--- src/rtl/if_stage.sv ---
// Instruction fetch stage: PC register, IF/ID register and a 2-bit-counter BHT
// that predicts BNE branches in the same cycle the instruction is read.
// Latency: rom_addr is the current PC; IF/ID outputs are registered (1 cycle).
// Backpressure: stall holds PC and IF/ID; BHT training proceeds regardless.
//
// Ports:
//   clk, rst           clock, asynchronous active-low reset
//   stall              hold PC and IF/ID register
//   branch_flag/addr   redirect request and target from ID
//   upd_valid/pc/taken resolved-BNE outcome used to train the BHT
//   rom_data           instruction read combinationally at rom_addr
//   rom_addr, rom_ce   fetch address and instruction memory enable
//   id_pc/inst/is_taken  registered fetch result to ID
module if_stage #(
  parameter logic [31:0] RESET_PC  = 32'h0000_0000,
  parameter int          BHT_IDX_W = 4
) (
  input  logic        clk,
  input  logic        rst,
  input  logic        stall,
  input  logic        branch_flag,
  input  logic [31:0] branch_addr,
  input  logic        upd_valid,
  input  logic [31:0] upd_pc,
  input  logic        upd_taken,
  input  logic [31:0] rom_data,
  output logic [31:0] rom_addr,
  output logic        rom_ce,
  output logic [31:0] id_pc,
  output logic [31:0] id_inst,
  output logic        id_is_taken
);

  localparam int         BHT_N  = 1 << BHT_IDX_W;
  localparam logic [5:0] OP_BNE = 6'b000101;

  logic [31:0] pc_q, pc_d;
  logic        ce_q;
  logic [31:0] id_pc_q, id_pc_d;
  logic [31:0] id_inst_q, id_inst_d;
  logic        id_taken_q, id_taken_d;
  logic [1:0]  bht_q [BHT_N];
  logic [1:0]  bht_d [BHT_N];

  logic [BHT_IDX_W-1:0] fetch_idx;
  logic [BHT_IDX_W-1:0] upd_idx;
  logic                 pred_taken;
  logic [31:0]          pc_plus4;
  logic [31:0]          pred_target;

  assign fetch_idx = pc_q[BHT_IDX_W+1:2];
  assign upd_idx   = upd_pc[BHT_IDX_W+1:2];
  assign pc_plus4  = pc_q + 32'd4;

  // Lookup reads the registered table, so a same-cycle update to the same
  // entry is invisible to this fetch and only affects the next one.
  assign pred_taken  = ce_q && (rom_data[31:26] == OP_BNE) && bht_q[fetch_idx][1];
  assign pred_target = pc_plus4 + {{14{rom_data[15]}}, rom_data[15:0], 2'b00};

  always_comb begin
    pc_d = pc_q;
    if (ce_q && !stall) begin
      if (branch_flag)     pc_d = branch_addr;
      else if (pred_taken) pc_d = pred_target;
      else                 pc_d = pc_plus4;
    end
  end

  // IF/ID is not flushed on redirect; ID squashes the delay slot itself.
  always_comb begin
    id_pc_d    = id_pc_q;
    id_inst_d  = id_inst_q;
    id_taken_d = id_taken_q;
    if (!stall) begin
      id_pc_d    = pc_q;
      id_inst_d  = ce_q ? rom_data : 32'h0000_0000;
      id_taken_d = pred_taken;
    end
  end

  always_comb begin
    bht_d = bht_q;
    if (upd_valid) begin
      if (upd_taken) begin
        if (bht_q[upd_idx] != 2'b11) bht_d[upd_idx] = bht_q[upd_idx] + 2'b01;
      end else begin
        if (bht_q[upd_idx] != 2'b00) bht_d[upd_idx] = bht_q[upd_idx] - 2'b01;
      end
    end
  end

  always_ff @(posedge clk or negedge rst) begin
    if (!rst) begin
      pc_q       <= RESET_PC;
      ce_q       <= 1'b0;
      id_pc_q    <= 32'h0000_0000;
      id_inst_q  <= 32'h0000_0000;
      id_taken_q <= 1'b0;
      for (int i = 0; i < BHT_N; i++) bht_q[i] <= 2'b01;
    end else begin
      pc_q       <= pc_d;
      ce_q       <= 1'b1;
      id_pc_q    <= id_pc_d;
      id_inst_q  <= id_inst_d;
      id_taken_q <= id_taken_d;
      bht_q      <= bht_d;
    end
  end

  assign rom_addr    = pc_q;
  assign rom_ce      = ce_q;
  assign id_pc       = id_pc_q;
  assign id_inst     = id_inst_q;
  assign id_is_taken = id_taken_q;

  // Only the opcode and branch offset of the instruction, and only the index
  // bits of the update PC, matter here.
  logic unused_ok;
  assign unused_ok = ^{rom_data[25:16], upd_pc[31:BHT_IDX_W+2], upd_pc[1:0]};

endmodule

--- config.mk ---
export PLATFORM = sky130hd
export DESIGN_NAME = if_stage
export DESIGN_NICKNAME = d
export VERILOG_FILES = /design/src/rtl/if_stage.sv
export SDC_FILE = /design/constraint.sdc
export NUM_CORES = 1
export LEC_CHECK = 0
export ABC_AREA = 1
export BUFFER_PORTS_ARGS = -buffer_cell sky130_fd_sc_hd__buf_2
export CAP_MARGIN = 20
export CORE_ASPECT_RATIO = 0.75
export CORE_MARGIN = 4
export CORE_UTILIZATION = 60
export DETAILED_ROUTE_END_ITERATION = 6
export PLACE_DENSITY = 0.83
export SLEW_MARGIN = 20
export SYNTH_ARGS = -nofsm -noshare
export SYNTH_HDL_FRONTEND = slang
export SYNTH_SLANG_ARGS = --single-unit
--- constraint.sdc ---
create_clock -name clk -period 4.7 [get_ports clk]
set_input_delay 0.47 -clock clk [delete_from_list [all_inputs] [get_ports clk]]
set_output_delay 0.47 -clock clk [all_outputs]
set_load 0.1 [all_outputs]
==> impl_metrics.csv <==
group,metric,value,unit
run_status,status,"complete, but fails checks",
run_status,violations,"DRC",
clock_network,root_buffer,"clkbuf_16",
synthesis,synth_seq_cells,130,
power_and_ir_drop,swShare,0.482,
sta,worst_slew_pin_slew,888,ps
sta,rsz0062_at_grt,"no",
sta,timing.final.crit_share,0.847,
power_and_ir_drop,power.share.clock,0.256,
clock_network,cts_made_buffers,17,
global_routing,top_usage_layer,"met1",
synthesis,postSynthCellCount,1218,
synthesis,async_flop_share,1.00,
route,drtAntennaViolNets,0,
synthesis,ys_seq_area_frac,0.368,
floorplan,fp.dieW,149,um
synthesis,ys.flop_type,"dfrtp_1",
power_and_ir_drop,irDropWorstVdd,330,uV
global_routing,grt_overflow,0,
placement,pre_cts_ws,840,ps
worst_setup_path,r2r_end,"rom_addr[30]",
placement,hpwlAfterDp,20800,um
sta,whs,157,ps
synthesis,synth_edf_count,0,
sta,timing_hold_violations_final,0,
global_routing,grt_start_max_net_pins,98,
worst_setup_path,critical_path_class,"reg2reg",
clock_network,htree_num_levels,4,
floorplan,coreArea,14500,um2
power_and_ir_drop,leakagePower,0.00553,uW
power_and_ir_drop,power_density,503,nW/um2
route,drtIter0Drc,1340,
worst_setup_path,worstPathMaxFanout,21,
route,drcViolationCount,2,
clock_network,ctsResizeCount,0,
global_routing,use_met1,0.514,
clock_network,clock-sinks,130,
job,maxCapViolCount,0,
floorplan,die_y,114,um
route,wirelength,27900,um
sta,fin_tns_setup,0,ps
hold_path,hp-class,"in2async",
power_and_ir_drop,p_switching,2530,uW
synthesis,netlist_area,8900,um2
clock_network,ctsLongestPathBuffers,2,
global_routing,grt_pass1_vias,8528,
synthesis,yosys_warnings,0,
floorplan,start_util,0.614,
synthesis,syn-num-nets,1359,
final_layout,antenna_cells,0,
clock_network,postCtsSetupBuffers,0,
floorplan,num_rows,38,
route,post_drt_wl_per_cell,17.5,um
power_and_ir_drop,seq_power_share,0.303,
floorplan,fp.dieArea,16900,um2
power_and_ir_drop,p_comb_frac,0.440,
global_routing,met3_usage,0.0763,
clock_network,path_clk_slew,60,ps
sta,slew-limit-headroom,0.408,
worst_setup_path,critPathRequiredTime,5000,ps
final_layout,nNetsFinal,1520,
sta,period_minus_slack,3980,ps
sta,fin_ws,718,ps
global_routing,track_usage,0.337,
worst_setup_path,start_kind,"flip-flop",
route,via_count,9071,
worst_setup_path,rrSetupSlack,720,ps
placement,gp_congestion,1.02,
final_layout,syn_to_final_growth,17.5,%
global_routing,grt_antenna_before_repair,0,
worst_setup_path,r2r-start,"rom_addr[2]",
power_and_ir_drop,totalPowerFinal,5260,uW
sta,slew_violations,0,
worst_setup_path,cp.arrival,4280,ps
clock_network,clk_latency,430,ps
final_layout,drive_gt1_frac,0.208,
worst_setup_path,critical_path.endpoint_type,"flip-flop",
route,vias_per_cell,5.70,
sta,fmax,251,MHz
sta,fin_skew,10.3,ps
power_and_ir_drop,p_int,2730,uW
placement,portBuffers,171,
clock_network,cts_tree,"built",
route,first_pass_iters,7,
sta,final-setup-viol-count,0,
final_layout,fillCellCount,1165,
synthesis,synthDistinctLibCells,46,
synthesis,synth_area_per_cell,7.31,um2
global_routing,use_met2,0.487,
floorplan,ioPinCount,200,
clock_network,holdBufCountCts,0,
worst_setup_path,reg2reg_depth,17,
global_routing,grt_pass1_wl,44600,um
==> logic make-up after synthesis <==
family | synth area share
multiplexers | 0.00253
adder cells (fa/ha/maj) | 0.0556
XOR/XNOR | 0.0334
AND/OR/NAND/NOR | 0.294
AO/OA/AOI/OAI | 0.154
flip-flops | 0.368
buffers and inverters | 0.0918
other | 0.000421
==> worst max-delay path, stage by stage (launching register included) <==
cell and delay [ps]:
dfrtp_1 810, ha_1 310, inv_1 50, nor3_1 540, xor2_1 390, inv_1 90
ha_1 380, nand2_1 110, nor2_1 240, nand3_1 110, nand3_1 220, nand2_1 110
nand2_1 80, nand2_1 40, nand3_1 90, nand2_1 110, nand2_1 80, nand2_1 70
==> power by group through the flow <==
stage	Clock [uW]	Sequential [uW]	Combinational, uW
after floorplan	0	2400	932
after global placement	0	1590	2220
after detailed placement	0	1600	2260
after CTS	1350	1580	2280
after global routing	1410	1620	2480
final	1350	1590	2320
==> layout make-up <==
cell class / count / area, um2 / share of cell area
Clock buffer: 19 / 453 / 0.0433
Clock inverter: 13 / 151 / 0.0145
Tap cell: 200 / 250 / 0.0239
Inverter: 163 / 612 / 0.0585
Timing Repair Buffer: 178 / 911 / 0.0870
Sequential cell: 130 / 3270 / 0.313
Multi-Input combinational cell: 889 / 4810 / 0.460
==> metrics by stage <==
| step | cell area (um2) | instances | util |
|---|---|---|---|
| floorplan | 8900 | 1218 | - |
| global placement | 9860 | 1560 | 0.680 |
| detailed placement | 9860 | 1560 | 0.680 |
| CTS | 10500 | 1592 | 0.722 |
| global route | 10500 | 1592 | 0.722 |
| finish | 10500 | 1592 | 0.722 |
==> layout by cell type, fill, tap and decap left out, drive strengths merged, types with 14 or more instances in the layout <==
master and instances:
buf 178, nand4 14, o21ai 109, dfstp 16
dfrtp 114, ha 38, nor2 97, a22o 29
inv 166, nand2 358, clkbuf 19, xor2 24
a21oi 48, nand3 100, o211ai 19
==> layer usage <==
metal,wire length [um],part of all wire,up-vias
met3,3350,0.12,50
met4,573,0.021,0
li1,-,-,4295
met1,12500,0.45,4177
met5,0,0,-
met2,11400,0.41,549
==> cells in the mapped netlist (7+ instances only) <==
cell | instances | share of area
a21oi_1 | 48 | 0.027
a22o_1 | 29 | 0.029
clkbuf_1 | 18 | 0.0076
dfrtp_1 | 114 | 0.32
dfstp_2 | 16 | 0.047
ha_1 | 38 | 0.053
inv_1 | 158 | 0.067
nand2_1 | 336 | 0.14
nand2_2 | 19 | 0.013
nand3_1 | 89 | 0.050
nand3_2 | 10 | 0.011
nand4_1 | 13 | 0.0091
nor2_1 | 86 | 0.036
nor3_1 | 10 | 0.0056
o211ai_1 | 11 | 0.0093
o211ai_2 | 8 | 0.011
o21ai_0 | 97 | 0.055
o21ai_1 | 12 | 0.0067
o21bai_1 | 7 | 0.0059
o22ai_1 | 8 | 0.0056
xnor2_1 | 10 | 0.0098
xor2_1 | 24 | 0.024
==> worst max-delay path by stage <==
| stage | startpoint | cells past startpoint | end |
|---|---|---|---|
| after global placement | rom_addr[2] | 15 | rom_addr[24] |
| final | rom_addr[2] | 17 | rom_addr[30] |
| after detailed placement | rom_addr[2] | 21 | rom_addr[28] |
| after global routing | rom_addr[2] | 19 | rom_addr[29] |
| after CTS | rom_addr[2] | 21 | rom_addr[28] |
| after floorplan | rom_addr[3] | 21 | rom_addr[25] |
Power figures use the tool's default switching activity.
